==> src/rtl/reg_dump_serializer.sv <==
// Register-file dump serializer: snapshots NUM_REGS 32-bit registers on request
// and streams header, data bytes (MSB first) and an XOR checksum over valid/ready.
module reg_dump_serializer #(
    parameter int unsigned NUM_REGS    = 32,
    parameter logic [7:0]  HEADER_BYTE = 8'hA5
) (
    input  logic                     clock,
    input  logic                     reset,
    input  logic [32*NUM_REGS-1:0]   registers_flat,
    input  logic                     dump_request,
    input  logic                     tx_ready,
    output logic                     tx_valid,
    output logic [7:0]               tx_data,
    output logic                     busy,
    output logic                     dump_done
);

    localparam int unsigned      NUM_BYTES = 4 * NUM_REGS;
    localparam int unsigned      IDX_W     = $clog2(NUM_BYTES);
    localparam logic [IDX_W-1:0] LAST_IDX  = IDX_W'(NUM_BYTES - 1);

    localparam logic [1:0] S_IDLE   = 2'd0;
    localparam logic [1:0] S_HEADER = 2'd1;
    localparam logic [1:0] S_DATA   = 2'd2;
    localparam logic [1:0] S_CSUM   = 2'd3;

    logic [1:0]             state_q, state_d;
    logic [IDX_W-1:0]       idx_q, idx_d;
    logic [7:0]             csum_q, csum_d;
    logic [32*NUM_REGS-1:0] snap_q, snap_d;
    logic                   tx_valid_q, tx_valid_d;
    logic [7:0]             tx_data_q, tx_data_d;
    logic                   busy_q, busy_d;
    logic                   done_q, done_d;

    logic                   xfer;
    logic [IDX_W-1:0]       nxt_idx;
    logic [IDX_W-1:0]       byte_sel;
    logic [7:0]             next_byte;

    assign xfer = tx_valid_q & tx_ready;

    // Byte index i maps to register i/4, byte 3-(i%4) in little-endian bit order,
    // which gives most-significant byte first on the wire.
    always_comb begin
        nxt_idx   = (state_q == S_DATA) ? idx_q + IDX_W'(1) : '0;
        byte_sel  = {nxt_idx[IDX_W-1:2], ~nxt_idx[1:0]};
        next_byte = snap_q[{byte_sel, 3'b000} +: 8];
    end

    always_comb begin
        state_d    = state_q;
        idx_d      = idx_q;
        csum_d     = csum_q;
        snap_d     = snap_q;
        tx_valid_d = tx_valid_q;
        tx_data_d  = tx_data_q;
        done_d     = 1'b0;

        case (state_q)
            S_IDLE: begin
                if (dump_request) begin
                    snap_d     = registers_flat;
                    idx_d      = '0;
                    csum_d     = 8'h00;
                    state_d    = S_HEADER;
                    tx_valid_d = 1'b1;
                    tx_data_d  = HEADER_BYTE;
                end
            end
            S_HEADER: begin
                if (xfer) begin
                    state_d   = S_DATA;
                    tx_data_d = next_byte;
                end
            end
            S_DATA: begin
                if (xfer) begin
                    // The checksum byte must already include the byte leaving now.
                    csum_d = csum_q ^ tx_data_q;
                    if (idx_q == LAST_IDX) begin
                        state_d   = S_CSUM;
                        tx_data_d = csum_q ^ tx_data_q;
                    end else begin
                        idx_d     = nxt_idx;
                        tx_data_d = next_byte;
                    end
                end
            end
            S_CSUM: begin
                if (xfer) begin
                    state_d    = S_IDLE;
                    tx_valid_d = 1'b0;
                    tx_data_d  = 8'h00;
                    done_d     = 1'b1;
                end
            end
            default: begin
                state_d    = S_IDLE;
                tx_valid_d = 1'b0;
            end
        endcase

        busy_d = (state_d != S_IDLE);
    end

    always_ff @(posedge clock or negedge reset) begin
        if (!reset) begin
            state_q    <= S_IDLE;
            idx_q      <= '0;
            csum_q     <= 8'h00;
            snap_q     <= '0;
            tx_valid_q <= 1'b0;
            tx_data_q  <= 8'h00;
            busy_q     <= 1'b0;
            done_q     <= 1'b0;
        end else begin
            state_q    <= state_d;
            idx_q      <= idx_d;
            csum_q     <= csum_d;
            snap_q     <= snap_d;
            tx_valid_q <= tx_valid_d;
            tx_data_q  <= tx_data_d;
            busy_q     <= busy_d;
            done_q     <= done_d;
        end
    end

    assign tx_valid  = tx_valid_q;
    assign tx_data   = tx_data_q;
    assign busy      = busy_q;
    assign dump_done = done_q;

endmodule

==> config.mk <==
export PLATFORM = sky130hd
export DESIGN_NAME = reg_dump_serializer
export DESIGN_NICKNAME = d
export VERILOG_FILES = /design/src/rtl/reg_dump_serializer.sv
export SDC_FILE = /design/constraint.sdc
export NUM_CORES = 2
export LEC_CHECK = 0
export ABC_AREA = 1
export CAP_MARGIN = 10
export CORE_AREA = 4 4 397 399
export DETAILED_ROUTE_END_ITERATION = 10
export DIE_AREA = 0 0 401 403
export DONT_BUFFER_PORTS = 1
export GPL_ROUTABILITY_DRIVEN = 0
export PLACE_DENSITY = 0.54
export SYNTH_ARGS = -nofsm -noshare
export SYNTH_HDL_FRONTEND = slang
export SYNTH_SLANG_ARGS = --single-unit
==> constraint.sdc <==
create_clock -name clock -period 2.5 [get_ports clock]
set_input_delay 0.5 -clock clock [delete_from_list [all_inputs] [get_ports clock]]
set_output_delay 0.5 -clock clock [all_outputs]
set_load 0.01 [all_outputs]
==> metrics.md <==
| Metric | Value |
|---|---|
| Outcome | complete, but fails checks |
| Synth Area in Adders | 0.000253 |
| Violated checks | negative hold slack, negative setup slack |
| Ys async rst share | 1.00 |
| Slew at the pin closest to its max-slew limit | between 1 and 1.5 ns |
| Slowest-stage cell, CP | dfrtp_1 |
| Leak | ~34 nW |
| Antenna-violating nets left | 0 |
| Max-slew violations | 0 |
| Synth unique cells | 26 |
| Global-route wire length before repair | roughly 340,000 um |
| DRT iter0 DRCs | between 5,000 and 6,000 |
| Gate power share | 0.488 |
| Crit path launch | idx_q[0] |
| Setup ws final | -0.119 ns |
| Final WL | about 230,000 um |
| Fin crit share | 1.05 |
| Yosys top cell area share | 0.531 |
| WP buf/inv | 5 |
| Clk buf depth | 3 |
| Cell row count | around 140 |
| Core ar. | roughly 150,000 um^2 |
| Die area | approximately 160,000 um^2 |
| Clock Latency Late Sink | roughly 0.76 ns |
| Synth top area cells | dfrtp_1, nand2_1, nand3_1 |
| Area delta synth->final | 42.4% |
| DRC violations left | 0 |
| Switching Fraction | 0.427 |
| Post-place instance area | around 53,000 um^2 |
| Final setup fails | 8 |
| Critical Path RT | roughly 3.2 ns |
| Largest family of logic cells by synthesized area | simple AND/OR/NAND/NOR gates |
| Critical R2R Launch | idx_q[0] |
| CTS tree | built |
| Vias in the first global route | a little over 50,000 |
| Total gr overflow | 0 |
| Fin nets | 8,665 |
| Post-synth EDFFs | 0 |
| Max Cap Viol | 0 |
| Largest net degree at the start of global routing | approximately 1,100 |
| Fin crit period | between 2 and 3 ns |
| Clock power share | 0.196 |
| Die X | roughly 400 um |
| Dpl hpwl | about 160,000 um |
| Clock transition at path regs | ~0.060 ns |
| First-pass DRT Iterations | 5 |
| H-tree Lvls | 3 |
| FF-to-FF path depth | 16 |
| Design Area, Final | around 70,000 um^2 |
| Pwr dens | ~1300 nW/um^2 |
| Seq pwr share | 0.316 |
| Unrepaired setup endpoints after global routing | yes |
| Worst-path maximum fanout | 12 |
| Setup CP Type | register to register |
| Clk sink count | 1,052 |
| IO buf count | 0 |
| Fin util | 0.458 |
| Cell mode on critical path | nand3_1 |
| Clock Tree Root | clkbuf_16 |
| Compound-cell area share of the yosys netlist | 0.0505 |
| Worst hold slack | -0.553 ns |
| Clk_skew | between 0.04 and 0.05 ns |
| Most frequent cells in the layout | nand2_1, dfrtp_1, dlygate4sd3_1 |
| Vias | between 50,000 and 60,000 |
| GRT Total Usage | 0.280 |
| Yosys warns | 0 |
| Final hold viol count | about 210 |
| Worst slew margin | 0.293 |
| Worst path max stage delay | between 0.4 and 0.5 ns |
| Die Y | between 400 and 500 um |
| DR WL/cell | approximately 24 um |
| Cell family with most CP delay | simple AND/OR/NAND/NOR gates |
| Vias per std cell | 5.17 |
| Layout cells sized above 1 | 0.0980 |
| Switching power | about 40 mW |
| Worst Setup Start Kind | register |
| TritonCTS Buffers | approximately 120 |
| Register area share after synthesis | 0.531 |
| Ys flop type | dfrtp_1 |
| Internal power | approximately 54 mW |
| Initial antenna violation count | 57 |
| I/O pins | 1,039 |
| Synth Cell Area | approximately 50,000 um^2 |
| Post-synthesis sequential element count | around 1,100 |
| Post-synthesis cell count | 6,609 |
| Worst hold path class | input port to asynchronous set/reset pin |
| Mux contribution to synthesized area | 0.000909 |
| Worst VDD drop | just over 0.7 mV |
| Power, Total | 94.1 mW |
| Fill count | 14,700 |
| CP Capture Type | register |
| Fmax | ~0.38 GHz |
| Post-synthesis net count | roughly 7,600 |
| Worst-path cell chain | ha_4 > nand3_4 > buf_12 > clkinv_16 > buf_16 > buf_16 > nand3_1 > nand3_1 > nand3_1 > nand3_2 > nand3_4 > nand3_2 > buf_6 > nand2_1 > nand2_1 > a21oi_1 |
| Xor-xnor portion of the synthesized cell area | 0.00141 |
| Starting Density | 0.322 |
| Instance count on the critical path | 16 |
| Syn avg cell area | roughly 7.5 um^2 |
| Most common cell after layout, fill and taps aside | nand2_1 |
| WP data arrival | 3.30 ns |
| Simple-gate portion of the synthesized area | 0.359 |
| Post-synth top area cell | dfrtp_1 |
[flip-flops by register name (all words and copies together), names as in the netlist]
name,count
idx_q,7
csum_q,8
busy,1
snap_q,1024
tx_valid,1
tx_data,8
dump_done,1
state_q,2
[cells by family (layout without fill, tap and decap cells)]
kind of cell               count (synthesis)  count (layout)
adders and majority gates                  1               1
DFF                                     1052            1052
xor gates and xnor gates                   8               8
other                                      0              53
muxes                                      4               4
and+or+nand+nor                         4432            4432
AOI/OAI and AO/OA                        451             451
buffers and inverters                    661            1787
[synthesized netlist by cell type, types with 6 or more instances]
master,n
a21oi_1,84
buf_1,24
buf_2,159
buf_4,36
clkbuf_1,233
dfrtp_1,1052
inv_1,202
inv_2,6
nand2_1,3539
nand3_1,836
nand4_1,13
nor2_1,32
o211ai_1,97
o21ai_0,245
o21ai_1,24
xor2_1,8
[per-layer routing]
metal	global-route usage	up-vias	share of wire
met5	0	-	0.00079
met4	0.158	28	0.064
met3	0.0608	725	0.075
met2	0.429	2574	0.44
met1	0.368	24500	0.42
li1	-	23000	-
[worst paths after layout]
path                          endpoint  slack, ns
setup / recovery            tx_data[7]      -0.12
hold / removal             snap_q[866]      -0.55
setup reg to reg            tx_data[7]      -0.12
hold reg to reg            snap_q[397]       0.48
max in group asynchronous  snap_q[407]       0.40
min in group clock         snap_q[397]       0.07
[power by group through the flow]
stage          combinational, mW  sequential, mW  clock [mW]
4_1_cts                     44.8            29.5        18.8
3_3_place_gp                37.3            29.6           0
6_report                    45.9            29.7        18.5
3_5_place_dp                37.6            29.7           0
5_1_grt                     50.0            30.4        19.5
2_1_floorplan               23.2            28.0           0
[through the flow]
stage,worst slack [ns],TNS [ns],std cells
floorplan,0.470,0,6609
global route,-0.191,-1.27,9809
detailed placement,-0.574,-2.82,8486
CTS,-0.0508,-0.220,9770
finish,-0.119,-0.494,9832
global placement,-0.542,-2.76,8486
[what timing repair did]
action | CTS | global route
setup buffers | 23 | 1
hold endpoints to repair | 2074 | 248
endpoints found under the setup margin | 8 | 196
cloned | 23 | 1
resized for setup | 305 | 44
hold buffers | 1022 | 2
pin swaps | 67 | 31
[layout make-up]
class                      count  area (um^2)  share of cell area
antenna                       53          133             0.00188
clock buffer                 171         3410              0.0484
clock inverter                48          683             0.00968
inverter                     209          831              0.0118
multi-input combinational   4896        21800               0.309
sequential                  1052        26300               0.373
tap                         2044         2560              0.0363
timing repair buffer        1358        14800               0.209
timing repair inverter         1         8.76            0.000124
Note: power is estimated with default switching activity, not from simulation.
